**config.mk**
```make
export PLATFORM = sky130hd
export DESIGN_NAME = uart_tx_flow
export DESIGN_NICKNAME = d
export VERILOG_FILES = /design/src/rtl/uart_tx_flow.sv
export SDC_FILE = /design/constraint.sdc
export NUM_CORES = 1
export LEC_CHECK = 0
export BUFFER_PORTS_ARGS = -buffer_cell sky130_fd_sc_hd__buf_4
export CAP_MARGIN = 20
export CORE_UTILIZATION = 26
export DETAILED_ROUTE_END_ITERATION = 10
export GPL_ROUTABILITY_DRIVEN = 0
export GPL_TIMING_DRIVEN = 1
export SKIP_CTS_REPAIR_TIMING = 1
export SLEW_MARGIN = 20
export SYNTH_ARGS = -nofsm -noshare
export SYNTH_HDL_FRONTEND = slang
export SYNTH_SLANG_ARGS = --single-unit
```
**constraint.sdc**
```tcl
create_clock -name clk -period 4.7 [get_ports clk]
set_clock_uncertainty 0.15 [all_clocks]
set_input_delay 0.705 -clock clk [delete_from_list [all_inputs] [get_ports clk]]
set_output_delay 0.705 -clock clk [all_outputs]
set_load 0.005 [all_outputs]
```
**src/rtl/uart_tx_flow.sv**
```systemverilog
// 8N1 UART transmitter with a small byte FIFO and RTS/CTS start gating.
// Define UART_TX_FLOW_PARITY_EN to insert an even-parity bit between data and stop.
module uart_tx_flow #(
   parameter int CLK_DIV        = 104,
   parameter int FIFO_ADDR_BITS = 2
) (
   input  logic                      clk,
   input  logic                      reset,
   input  logic [7:0]                in_data,
   input  logic                      in_valid,
   output logic                      in_ready,
   input  logic                      cts,
   output logic                      tx,
   output logic                      busy,
   output logic [FIFO_ADDR_BITS:0]   fifo_level
);

   localparam int DEPTH = 1 << FIFO_ADDR_BITS;
   localparam int LW    = FIFO_ADDR_BITS + 1;
   localparam int CNT_W = $clog2(CLK_DIV);
   localparam logic [CNT_W-1:0] RELOAD   = CNT_W'(CLK_DIV - 1);
   localparam logic [LW-1:0]    FULL_LVL = LW'(DEPTH);

`ifdef UART_TX_FLOW_PARITY_EN
   typedef enum logic [2:0] {S_IDLE, S_START, S_DATA, S_PARITY, S_STOP} state_t;
`else
   typedef enum logic [1:0] {S_IDLE, S_START, S_DATA, S_STOP} state_t;
`endif

   state_t                    state_q, state_d;
   logic [CNT_W-1:0]          cnt_q, cnt_d;
   logic [2:0]                bit_q, bit_d;
   logic [7:0]                sh_q, sh_d;
   logic                      tx_q, tx_d;
   logic                      busy_q, busy_d;
   logic                      cts_meta_q, cts_s_q;
   logic [FIFO_ADDR_BITS-1:0] wr_q, rd_q;
   logic [LW-1:0]             level_q, level_d;
   logic [7:0]                mem [DEPTH];
`ifdef UART_TX_FLOW_PARITY_EN
   logic                      par_q, par_d;
`endif

   logic       push, pop, launch, start_ok;
   logic [7:0] head;

   // in_ready depends on the level only, so a full FIFO refuses even on a pop edge
   assign in_ready   = (level_q != FULL_LVL);
   assign push       = in_valid & in_ready;
   assign head       = mem[rd_q];
   assign start_ok   = (level_q != '0) && !cts_s_q;
   assign tx         = tx_q;
   assign busy       = busy_q;
   assign fifo_level = level_q;

   always_comb begin
      state_d = state_q;
      cnt_d   = cnt_q;
      bit_d   = bit_q;
      sh_d    = sh_q;
      tx_d    = tx_q;
      busy_d  = busy_q;
`ifdef UART_TX_FLOW_PARITY_EN
      par_d   = par_q;
`endif
      launch  = 1'b0;
      pop     = 1'b0;
      case (state_q)
         S_IDLE: begin
            tx_d   = 1'b1;
            busy_d = 1'b0;
            launch = start_ok;
         end
         S_START: begin
            if (cnt_q == '0) begin
               cnt_d   = RELOAD;
               tx_d    = sh_q[0];
               sh_d    = {1'b0, sh_q[7:1]};
               bit_d   = 3'd0;
               state_d = S_DATA;
            end else begin
               cnt_d = cnt_q - CNT_W'(1);
            end
         end
         S_DATA: begin
            if (cnt_q == '0) begin
               cnt_d = RELOAD;
               if (bit_q == 3'd7) begin
`ifdef UART_TX_FLOW_PARITY_EN
                  tx_d    = par_q;
                  state_d = S_PARITY;
`else
                  tx_d    = 1'b1;
                  state_d = S_STOP;
`endif
               end else begin
                  bit_d = bit_q + 3'd1;
                  tx_d  = sh_q[0];
                  sh_d  = {1'b0, sh_q[7:1]};
               end
            end else begin
               cnt_d = cnt_q - CNT_W'(1);
            end
         end
`ifdef UART_TX_FLOW_PARITY_EN
         S_PARITY: begin
            if (cnt_q == '0) begin
               cnt_d   = RELOAD;
               tx_d    = 1'b1;
               state_d = S_STOP;
            end else begin
               cnt_d = cnt_q - CNT_W'(1);
            end
         end
`endif
         S_STOP: begin
            if (cnt_q == '0) begin
               if (start_ok) begin
                  launch = 1'b1;
               end else begin
                  tx_d    = 1'b1;
                  busy_d  = 1'b0;
                  state_d = S_IDLE;
               end
            end else begin
               cnt_d = cnt_q - CNT_W'(1);
            end
         end
         default: begin
            tx_d    = 1'b1;
            busy_d  = 1'b0;
            state_d = S_IDLE;
         end
      endcase
      // Frame start shared by IDLE and back-to-back STOP exit
      if (launch) begin
         pop     = 1'b1;
         sh_d    = head;
         tx_d    = 1'b0;
         busy_d  = 1'b1;
         cnt_d   = RELOAD;
         state_d = S_START;
`ifdef UART_TX_FLOW_PARITY_EN
         par_d   = ^head;
`endif
      end
      level_d = level_q + LW'(push) - LW'(pop);
   end

   always_ff @(posedge clk or posedge reset) begin
      if (reset) begin
         state_q    <= S_IDLE;
         cnt_q      <= '0;
         bit_q      <= '0;
         sh_q       <= '0;
         tx_q       <= 1'b1;
         busy_q     <= 1'b0;
         cts_meta_q <= 1'b1;
         cts_s_q    <= 1'b1;
         wr_q       <= '0;
         rd_q       <= '0;
         level_q    <= '0;
`ifdef UART_TX_FLOW_PARITY_EN
         par_q      <= 1'b0;
`endif
      end else begin
         state_q    <= state_d;
         cnt_q      <= cnt_d;
         bit_q      <= bit_d;
         sh_q       <= sh_d;
         tx_q       <= tx_d;
         busy_q     <= busy_d;
         cts_meta_q <= cts;
         cts_s_q    <= cts_meta_q;
         level_q    <= level_d;
         if (push) wr_q <= wr_q + FIFO_ADDR_BITS'(1);
         if (pop)  rd_q <= rd_q + FIFO_ADDR_BITS'(1);
`ifdef UART_TX_FLOW_PARITY_EN
         par_q      <= par_d;
`endif
      end
   end

   always_ff @(posedge clk) begin
      if (push) mem[wr_q] <= in_data;
   end

endmodule

```
---- Yosys cells after proc, flatten, opt, wreduce, memory -nomap -nowiden ----
Memory sizes are Yosys's and may differ from the RTL's.
Index checks and enable logic that the tools add are counted.
word-level totals
  register bits ........................... 31
  RAM bits ................................ 32
  bits of input ports ..................... 12
  output and inout bits ................... 6
  word-level logic and storage cells ...... 88
  memories ................................ 1
cells by class
  add/sub/neg operators ................... 6
  eq/ne operators ......................... 15
  muxes and demuxes ....................... 37
  bitwise operators ....................... 1
  reductions and logical operators ........ 17
memories
  memory  words  bits a word  read ports  clocked after memory_dff  wr ports  line  source
  mem     4      8            1           0                         1         39    logic [7:0] mem [DEPTH];
operators with widths
  operator                                          count
  2-to-1 mux 8 bit                                  4
  inequality test 3 bit, second input constant      8
  2-to-1 mux 7 bit                                  3
  one-hot mux 8 bit (2 select lines)                1
  2-to-1 mux 1 bit                                  14
  one-hot mux 7 bit (2 select lines)                1
  2-to-1 mux 2 bit                                  6
  AND reduction 4 bit                               3
  nonzero test 3 bit                                4
  2-to-1 mux 3 bit                                  3
  logical NOT 7 bit                                 1
  subtractor 7 x 1 -> 7 bit, second input constant  1
  inequality test 2 bit, second input constant      3
  one-hot mux 2 bit (3 select lines)                1
  one-hot mux 3 bit (2 select lines)                1
  AND reduction 6 bit                               1
  adder 2 x 1 -> 2 bit, second input constant       2
  equality test 2 bit, second input constant        2
  one-hot mux 1 bit (2 select lines)                2
  one-hot mux 1 bit (4 select lines)                1
  nonzero test 4 bit                                1
  adder 3 x 1 -> 3 bit                              1
  adder 3 x 1 -> 3 bit, second input constant       1
  equality test 3 bit, second input constant        1
  other kinds (10)                                  10

---- Depth between registers and ports, before layout ----
Gate-level depths: netlist of the first run.
  depth after elaboration ................. 7
  gate-level depth with buffers ........... 12
  depth with buffers taken out ............ 10

---- Least setup slack after synthesis of the first run ----
OpenSTA, ideal clock, no wires.
  kind .................................... reg-to-reg
  start ................................... register state_q[1]
  end ..................................... register level_q[2], in the netlist fifo_level[2]
  setup time .............................. 0.123 ns
  arrival ................................. 2.657 ns
  required time ........................... 4.427 ns
  path slack .............................. 1.770 ns
  cell stages (with the launch flop) ...... 12
  buffers on the path ..................... 2
  period minus slack after synthesis ...... 2.930 ns
  cells stage by stage .................... dfrtp_1 -> ha_1 -> or4b_2 -> o21bai_1 -> and2_1 -> buf_2 -> buf_2 -> xnor2_1 -> ha_1 -> fa_1 -> xnor2_1 -> xnor2_1
on the way
  cells in the longest elaborated chain, start to end .. 4
  elaborated cells on any way between the ends .. 5
  classes of those cells .................. 1 x add/sub; 1 x eq/ne; 2 x mux; 1 x reduce/logical
RTL lines
  what                                                      line  source
  start: declaration                                        30    state_t state_q, state_d;
  start signal: assignment                                  167   state_q <= state_d;
  equality test 2 bit or logical NOT 2 bit (tied branches)  68    case (state_q)
  one-hot mux 1 bit (2 select lines) (*)                    68
  2-to-1 mux 1 bit (*)                                      136   if (launch) begin
  subtractor 3 x 1 -> 3 bit (*)                             147   level_d = level_q + LW'(push) - LW'(pop);
  named net level_d[2]                                      38    logic [LW-1:0] level_q, level_d;
  end signal: assignment                                    175   level_q <= level_d;
  end: declaration                                          38
The timed path passes the listed nets; every way through them passes the cells marked *.
A chain may end at the register's enable or synchronous reset.

---- Final worst setup path of the first run ----
Ends and elaborated chain as after synthesis.

==> results of run 1 <==
-- power by group through the flow --
stage                     logic (µW)  clock network (µW)  registers, µW
final                            191                 652            702
after global routing             223                 690            710
after CTS                        199                 666            704
after detailed placement         198                   0            714
after global placement           194                   0            710
after floorplan                  125                   0            703
-- cell families after synthesis --
kind of cell | share of synthesized area (%)
simple gates | 10.5
xor+xnor | 1.79
flops | 59.3
fa+ha+maj | 5.80
buf+inv | 2.43
compound gates | 11.3
mux | 8.92
-- per-stage QoR --
| step | area [µm²] | power (µW) | utilization [%] | setup WS, ns | hold slack, ns |
|---|---|---|---|---|---|
| global placement | 3210 | 904 | 29.3 | 1.50 | 0.196 |
| global route | 3510 | 1620 | 32.1 | 1.18 | 0.214 |
| floorplan | 2930 | 828 | - | 1.77 | 0.195 |
| finish | 3510 | 1540 | 32.1 | 1.40 | 0.207 |
| detailed placement | 3210 | 912 | 29.3 | 1.41 | 0.206 |
| CTS | 3510 | 1570 | 32.1 | 1.40 | 0.208 |
-- per-layer routing --
metal / share of wire [%] / global-route usage (%) / vias to the layer above / wire length, µm
met5: 0 / 0 / - / 0
met4: 0.95 / 3.52 / 0 / 49
met3: 3.0 / 3.07 / 5 / 156
met2: 51 / 17.2 / 25 / 2630
met1: 45 / 12.0 / 879 / 2310
li1: - / - / 868 / -
-- registers in the layout, summed over array words and instances (netlist names) --
| register | cells |
|---|---|
| fifo_level | 3 |
| cnt_q | 7 |
| wr_q | 2 |
| cts_s_q | 1 |
| rd_q | 2 |
| bit_q | 3 |
| mem | 32 |
| busy | 1 |
| state_q | 2 |
| sh_q | 8 |
| tx | 1 |
| cts_meta_q | 1 |
-- cell usage in the layout, fill, tap and decap left out, types with 6 or more instances in the layout --
| master | instances |
|---|---|
| edfxtp_1 | 32 |
| dfrtp_1 | 28 |
| nand2_1 | 24 |
| buf_4 | 19 |
| o21ai_0 | 17 |
| ha_1 | 12 |
| nor2_1 | 10 |
| clkbuf_16 | 9 |
| mux4_2 | 8 |
| inv_1 | 8 |
| mux2i_1 | 7 |
| a21oi_1 | 6 |
-- layout make-up --
cell class              instances  area [µm²]  share of cell area, %
clock buffers                   9         225                   6.42
well taps                     140         175                   4.99
repair buffers                 19         143                   4.07
clock inverters                 7        72.6                   2.07
inverters                       8        30.0                  0.856
multi-input cells             143        1120                   32.0
flip-flops and latches         63        1740                   49.6
-- worst max-delay path: cells and delay by family, from the launching register on --
family / cells / cell delay [ns]
XOR/XNOR: 3 / 0.39
adder cells (fa/ha/maj): 3 / 1.04
AND/OR/NAND/NOR: 2 / 0.76
AO/OA/AOI/OAI: 1 / 0.18
flip-flops: 1 / 0.38
buffers and inverters: 1 / 0.27
-- final timing paths --
path                                         from                       to  slack [ns]  cells after the start
min in group asynchronous                   reset     cnt_q[0]$_DFFE_PP0P_        0.32                      3
max                        state_q[1]$_DFFE_PP0P_  fifo_level[2]$_DFF_PP0_        1.40                     10
min                          cts_meta_q$_DFF_PP1_        cts_s_q$_DFF_PP1_        0.21                      0
min reg2reg                  cts_meta_q$_DFF_PP1_        cts_s_q$_DFF_PP1_        0.21                      0
max reg2reg                state_q[1]$_DFFE_PP0P_  fifo_level[2]$_DFF_PP0_        1.40                     10
max in group asynchronous                   reset        cts_s_q$_DFF_PP1_        3.76                      3
==> impl_metrics.py, run 1 <==
metrics = {
    "sta": {
        "hold_viol": 0,
        "slew_headroom_pct": 44.7,
        "fin_crit_ns": 3.30,
        "worstMarginPinSlew_ns": 0.818,
        "fin_crit_sh_pct": 70.2,
        "max_freq_mhz": 303,
        "rsz0062_at_grt": "false",
        "fin_setup_tns_ns": 0,
        "setup_violations": 0,
        "slew_viol_final": 0,
    },
    "pwr": {
        "static-leakage-power_uw": 0.00137,
        "power.switching_uw": 381,
        "p_int_uw": 1160,
        "irDropWorstVdd_v": 0.000273,
        "pwr_density_cell_nw_per_um2": 441,
        "switching_share_pct": 24.6,
        "combPwrFrac_pct": 12.4,
        "p_seq_share_pct": 45.5,
        "clkPwrFrac_pct": 42.2,
    },
    "yosys": {
        "synth_fp_nets": 248,
        "ys_types": 50,
        "ys_top_cells_by_count": "edfxtp_1, dfrtp_1, nand2_1",
        "yosysWarnings": 0,
        "synthTopCellsByArea": "edfxtp_1, dfrtp_1, mux4_2",
        "synth_top_cell_area_share_pct": 32.8,
        "async_reset_ff_share_pct": 49.2,
        "synth-edff-count": 32,
        "synth_seq_cells": 63,
        "ys.flop_type": "edfxtp_1",
        "syn_inst": 223,
        "yosysMostFrequentCell": "edfxtp_1",
        "yosysSeqAreaShare_pct": 59.3,
        "avgSynthCellArea_um2": 13.2,
        "yosysTopAreaCell": "edfxtp_1",
        "netlist_area_um2": 2930,
    },
    "die": {
        "start_util_pct": 26.8,
        "io_pins": 18,
        "die_y_um": 108,
        "die_w_um": 108,
        "core_um2": 10900,
        "rows": 38,
        "die-area_um2": 11700,
    },
    "route": {
        "dr.pass1.iters": 4,
        "post-route-drc-count": 0,
        "routedWlPerCell_um": 13.2,
        "wl_mm": 5.15,
        "initialDrtViolationCount": 90,
        "postRouteAntennaNets": 0,
        "vias": 1777,
        "avgViaCountPerCell": 4.57,
    },
    "global_routing": {
        "grt_usage_pct": 10.1,
        "grt_pass1_wl_mm": 9.04,
        "antenna_found_initial": 0,
        "grt_pass1_vias": 1864,
        "grt_max_degree": 32,
        "gr-total-overflow": 0,
    },
    "worst_setup_path": {
        "cp_slowest_cell": "or4b_2",
        "required_ns": 4.75,
        "crit_path_frequent_cell": "xnor2_1",
        "cp_max_fo": 27,
        "critPathLaunchType": "register",
        "cp_cell_sequence": "ha_1 > or4b_2 > o21bai_1 > and2_1 > buf_4 > xnor2_1 > ha_1 > fa_1 > xnor2_1 > xnor2_1",
        "critPathCaptureType": "register",
        "cp.arrival_ns": 3.35,
        "critPathKind": "register to register",
        "cpPeakStageDelay_ns": 0.62,
    },
    "clock_network": {
        "clock_latency_ns": 0.32,
        "cts_buffers": 9,
        "h-tree-depth": 3,
        "clockBufferDepth": 2,
        "clkTransAtPathRegs_ns": 0.05,
        "cts_tree": "yes",
        "cts_sinks": 63,
        "cts-root-buf": "clkbuf_16",
    },
    "layout": {
        "stdcell_count": 389,
        "layout-drive-gt1-share_pct": 20.9,
        "nFillCells": 1107,
        "area_growth_syn_to_layout_pct": 19.6,
        "layout.nets": 269,
        "n_antenna_cell": 0,
    },
    "hold_path": {
        "hold_class": "register to register",
    },
    "job": {
        "cap_violations": 0,
    },
    "run_status": {
        "status": "finished clean",
    },
    "place": {
        "placedCellCount": 373,
        "dp_hpwl_mm": 3.43,
        "portBuffers": 17,
    },
}
No activity file was read; power rests on OpenSTA's default activity.
==> run 2, diff against run 1 <==
==> constraint.sdc (replaced) <==
create_clock -name clk -period 3 [get_ports clk]
set_clock_uncertainty 0.15 [all_clocks]
set_input_delay 0.45 -clock clk [delete_from_list [all_inputs] [get_ports clk]]
set_output_delay 0.45 -clock clk [all_outputs]
set_load 0.005 [all_outputs]
==> run 2 against run 1 <==
Critical endpoint unchanged. Flip-flop and latch count unchanged. Combinational power is 61% higher. Sequential share of layout area down 0.89 points. Core utilization is 0.58 points higher. Critical path depth shrank 1. Critical path type unchanged.
==> impl_metrics.py, run 2 (same netlist as run 1, synthesis figures left out) <==
metrics = {
    "run_status": {
        "status": "finished clean",
    },
    "job": {
        "cap_violations": 0,
    },
    "pwr": {
        "pwr_density_cell_nw_per_um2": 705,
        "irDropWorstVdd_v": 0.000494,
        "switching_share_pct": 23.9,
        "combPwrFrac_pct": 12.2,
        "power.switching_uw": 602,
        "p_int_uw": 1920,
        "static-leakage-power_uw": 0.00142,
        "clkPwrFrac_pct": 44.2,
        "p_seq_share_pct": 43.7,
    },
    "worst_setup_path": {
        "required_ns": 3.06,
        "cpPeakStageDelay_ns": 0.59,
        "cp_cell_sequence": "ha_1 > or4b_2 > o21bai_1 > and2_1 > xnor2_1 > ha_1 > fa_1 > xnor2_1 > xnor2_1",
        "cp_slowest_cell": "or4b_2",
        "r2r.worst_path.cells": 9,
        "crit_path_frequent_cell": "xnor2_1",
        "critPathCaptureType": "register",
        "cp.arrival_ns": 2.82,
        "cp_max_fo": 4,
        "path_depth": 9,
        "crit_buf_inv": 0,
        "crit_family": "simple AND/OR/NAND/NOR gates",
        "critPathLaunchType": "register",
        "critPathKind": "register to register",
    },
    "sta": {
        "max_freq_mhz": 361,
        "rsz0062_at_grt": "false",
        "fin_crit_sh_pct": 92.2,
        "slew_headroom_pct": 54.7,
        "setup_violations": 0,
        "hold_viol": 0,
        "fin_crit_ns": 2.77,
        "slew_viol_final": 0,
        "worstMarginPinSlew_ns": 0.670,
        "timing.hold.ws_ns": 0.0783,
        "fin_setup_tns_ns": 0,
    },
    "layout": {
        "stdcell_count": 394,
        "layout-drive-gt1-share_pct": 22.4,
        "nFillCells": 1099,
        "area_growth_syn_to_layout_pct": 21.8,
        "layout.nets": 274,
        "final_util_pct": 32.7,
        "regMostFlops": "mem",
        "n_antenna_cell": 0,
        "layout_commonest_cell": "edfxtp_1",
        "final_cell_mix": "edfxtp_1, dfrtp_1, nand2_1",
        "top_regs": "mem (32), sh_q (8), cnt_q (7)",
        "largest_reg_flops": 32,
    },
    "clock_network": {
        "clock_latency_ns": 0.32,
        "cts_buffers": 9,
        "cts_sinks": 63,
        "clockBufferDepth": 2,
        "cts-root-buf": "clkbuf_16",
        "h-tree-depth": 3,
        "cts_tree": "yes",
        "clkTransAtPathRegs_ns": 0.06,
    },
    "hold_path": {
        "hold_class": "input pin to register",
        "hold_path_depth": 1,
    },
    "global_routing": {
        "gr-total-overflow": 0,
        "grt_usage_pct": 9.82,
        "grt_max_degree": 27,
        "grt_pass1_wl_mm": 8.69,
        "antenna_found_initial": 0,
        "grt_pass1_vias": 1855,
    },
    "route": {
        "initialDrtViolationCount": 77,
        "dr.pass1.iters": 4,
        "avgViaCountPerCell": 4.54,
        "routedWlPerCell_um": 13.0,
        "vias": 1790,
        "post-route-drc-count": 0,
        "wl_mm": 5.14,
        "postRouteAntennaNets": 0,
    },
    "die": {
        "die_y_um": 108,
        "start_util_pct": 26.8,
        "die-area_um2": 11700,
        "die_w_um": 108,
        "core_um2": 10900,
        "rows": 38,
        "io_pins": 18,
    },
    "place": {
        "portBuffers": 17,
        "placedCellCount": 377,
        "dp_hpwl_mm": 3.54,
    },
}
run 2: changes by cell type in the layout (fill, tap and decap cells not counted), sizes merged:
cell | before | now
dlygate4sd3 | 0 | 1
clkinvlp | 4 | 0
bufinv | 1 | 2
buf | 19 | 23
clkinv | 1 | 4
run 2: path summary, 6_finish.rpt:
kind	start	to	slack (ns)
min in group asynchronous	reset	fifo_level[1]$_DFF_PP0_	0.44
setup reg to reg	state_q[1]$_DFFE_PP0P_	fifo_level[2]$_DFF_PP0_	0.23
hold / removal	cts	cts_meta_q$_DFF_PP1_	0.08
max in group asynchronous	reset	tx$_DFFE_PP1P_	1.61
hold reg to reg	cts_meta_q$_DFF_PP1_	cts_s_q$_DFF_PP1_	0.21
setup / recovery	state_q[1]$_DFFE_PP0P_	fifo_level[2]$_DFF_PP0_	0.23
run 2: power by group through the flow:
| stage | combinational, µW | clock [µW] | sequential [µW] |
|---|---|---|---|
| final | 307 | 1110 | 1100 |
| after global routing | 349 | 1170 | 1110 |
| after CTS | 318 | 1130 | 1100 |
| after detailed placement | 315 | 0 | 1120 |
| after global placement | 310 | 0 | 1110 |
| after floorplan | 196 | 0 | 1100 |
run 2: area by class of cell:
type                            instances  area, µm²  area share (%)
Sequential cell                        63       1740            48.7
Timing Repair Buffer                   24        183            5.12
Multi-Input combinational cell        143       1120            31.4
Inverter                                8       30.0           0.841
Clock inverter                          7       96.3            2.70
Tap cell                              140        175            4.91
Clock buffer                            9        225            6.31
run 2: routing by layer:
metal / wire, µm / global-route usage [%]
met3: 195 / 3.07
met2: 2590 / 16.3
met4: 80 / 4.50
met1: 2280 / 11.5
met5: 0 / 0
run 2: stage by stage:
stage,cell area [µm²],setup WS (ns),power [µW]
3_5_place_dp,3240,0.253,1430
4_1_cts,3560,0.205,2550
3_3_place_gp,3240,0.333,1420
2_1_floorplan,2930,0.0700,1300
5_1_grt,3570,0.0614,2630
6_report,3570,0.233,2520
==> run 3, diff against run 2 <==
--- a/config.mk
+++ b/config.mk
@@ -11,7 +11,6 @@
 export DETAILED_ROUTE_END_ITERATION = 10
 export GPL_ROUTABILITY_DRIVEN = 0
 export GPL_TIMING_DRIVEN = 1
-export SKIP_CTS_REPAIR_TIMING = 1
 export SLEW_MARGIN = 20
 export SYNTH_ARGS = -nofsm -noshare
 export SYNTH_HDL_FRONTEND = slang
==> constraint.sdc (replaced) <==
create_clock -name clk -period 3.4 [get_ports clk]
set_clock_uncertainty 0.15 [all_clocks]
set_input_delay 0.51 -clock clk [delete_from_list [all_inputs] [get_ports clk]]
set_output_delay 0.51 -clock clk [all_outputs]
set_load 0.005 [all_outputs]
==> run 3 against run 2 <==
Critical path depth unchanged. Final cell count decreased by 0.25%. Routed wire length increased by 3.9%. Combinational power decreased by 10%. Clock power decreased by 23%. Largest cell class unchanged. Largest power group is now registers. Highest routed layer unchanged.
==> impl_metrics.py, run 3 (same netlist as run 1, synthesis figures left out) <==
metrics = {
    "run_status": {
        "status": "finished clean",
    },
    "clock_network": {
        "clockBufferDepth": 2,
        "cts-root-buf": "clkbuf_16",
        "cts_buffers": 9,
        "cts_sinks": 63,
        "ctsHoldBuffers": 1,
        "cts_setup_buffers": 0,
        "clock_latency_ns": 0.33,
        "clkTransAtPathRegs_ns": 0.06,
        "cts_tree": "yes",
        "post_cts_resized": 0,
        "h-tree-depth": 3,
    },
    "global_routing": {
        "grt_pass1_wl_mm": 8.72,
        "grt_usage_pct": 9.97,
        "grt_pass1_vias": 1839,
        "antenna_found_initial": 0,
        "gr-total-overflow": 0,
        "grt_max_degree": 27,
    },
    "route": {
        "wl_mm": 5.34,
        "postRouteAntennaNets": 0,
        "dr.pass1.iters": 4,
        "vias": 1818,
        "routedWlPerCell_um": 13.6,
        "initialDrtViolationCount": 98,
        "post-route-drc-count": 0,
        "avgViaCountPerCell": 4.63,
    },
    "layout": {
        "layout.nets": 273,
        "final_cell_mix": "edfxtp_1, dfrtp_1, nand2_1",
        "final_cell_area_um2": 3520,
        "n_antenna_cell": 0,
        "regMostFlops": "mem",
        "top_regs": "mem (32), sh_q (8), cnt_q (7)",
        "layout_commonest_cell": "edfxtp_1",
        "largest_reg_flops": 32,
        "layout-drive-gt1-share_pct": 22.1,
        "area_growth_syn_to_layout_pct": 20.1,
    },
    "sta": {
        "max_freq_mhz": 347,
        "setup_slack_ns": 0.521,
        "fin_crit_sh_pct": 84.7,
        "slew_viol_final": 0,
        "rsz0062_at_grt": "false",
        "slew_headroom_pct": 54.6,
        "hold_viol": 0,
        "fin_setup_tns_ns": 0,
        "worstMarginPinSlew_ns": 0.671,
        "setup_violations": 0,
        "fin_crit_ns": 2.88,
    },
    "job": {
        "cap_violations": 0,
    },
    "place": {
        "placedInstanceArea_um2": 3230,
        "dp_hpwl_mm": 3.62,
        "portBuffers": 17,
        "post-place-ws_ns": 0.512,
    },
    "worst_setup_path": {
        "cp_slowest_cell": "or4b_2",
        "required_ns": 3.50,
        "cp_max_fo": 5,
        "crit_path_frequent_cell": "xnor2_1",
        "crit_buf_inv": 0,
        "cpPeakStageDelay_ns": 0.59,
        "reg2reg_slack_ns": 0.52,
        "critPathCaptureType": "register",
        "critPathLaunchType": "register",
        "cp.arrival_ns": 2.98,
        "crit_family": "simple AND/OR/NAND/NOR gates",
        "critPathKind": "register to register",
        "cp_cell_sequence": "ha_1 > or4b_2 > o21bai_1 > and2_1 > xnor2_1 > ha_1 > fa_1 > xnor2_1 > xnor2_1",
    },
    "die": {
        "io_pins": 18,
        "die-area_um2": 11700,
        "die_w_um": 108,
        "rows": 38,
        "die_y_um": 108,
        "start_util_pct": 26.8,
        "core_um2": 10900,
    },
    "hold_path": {
        "hold_class": "input pin to register",
    },
    "pwr": {
        "static-leakage-power_uw": 0.00139,
        "pwr_density_cell_nw_per_um2": 596,
        "p_total_uw": 2100,
        "irDropWorstVdd_v": 0.000336,
    },
}
## run 3: worst reg2reg max path, cell delays in order, from the launching register on
cell and delay, ns:
dfrtp_1 0.39, ha_1 0.19, or4b_2 0.59, o21bai_1 0.18, and2_1 0.28, xnor2_1 0.11
ha_1 0.20, fa_1 0.39, xnor2_1 0.19, xnor2_1 0.13
## run 3: power breakdown
group / total [µW] / internal, µW / switching [µW]
Combinational: 276 / 124 / 152
Clock: 853 / 501 / 352
Sequential: 970 / 923 / 46.9
## run 3: cell type report
class                           instances  area [µm²]
Clock inverter                          7        56.3
Multi-Input combinational cell        143        1120
Fill cell                            1094        7410
Sequential cell                        63        1740
Clock buffer                            9         225
Tap cell                              140         175
Inverter                                8        30.0
Timing Repair Buffer                   23         175
## run 3: path summary, 6_finish.rpt
kind                       cells after the start                    from                       to
setup / recovery                               9  state_q[1]$_DFFE_PP0P_  fifo_level[2]$_DFF_PP0_
hold / removal                                 1                     cts     cts_meta_q$_DFF_PP1_
setup reg to reg                               9  state_q[1]$_DFFE_PP0P_  fifo_level[2]$_DFF_PP0_
hold reg to reg                                0    cts_meta_q$_DFF_PP1_        cts_s_q$_DFF_PP1_
max in group asynchronous                      4                   reset           tx$_DFFE_PP1P_
min in group asynchronous                      3                   reset  fifo_level[1]$_DFF_PP0_
## run 3: per-layer routing
| metal | GRT usage [%] | vias up | wire length [µm] |
|---|---|---|---|
| met5 | 0 | - | 0 |
| met4 | 4.60 | 0 | 53 |
| met3 | 3.38 | 5 | 198 |
| met2 | 16.5 | 35 | 2750 |
| met1 | 11.6 | 904 | 2340 |
| li1 | - | 874 | - |
## run 3: through the flow
step | util (%) | cells | hold WS (ns)
floorplan | - | 223 | 0.195
global placement | 29.6 | 376 | 0.196
detailed placement | 29.6 | 376 | 0.207
CTS | 32.2 | 393 | 0.124
global route | 32.2 | 393 | 0.126
finish | 32.2 | 393 | 0.137
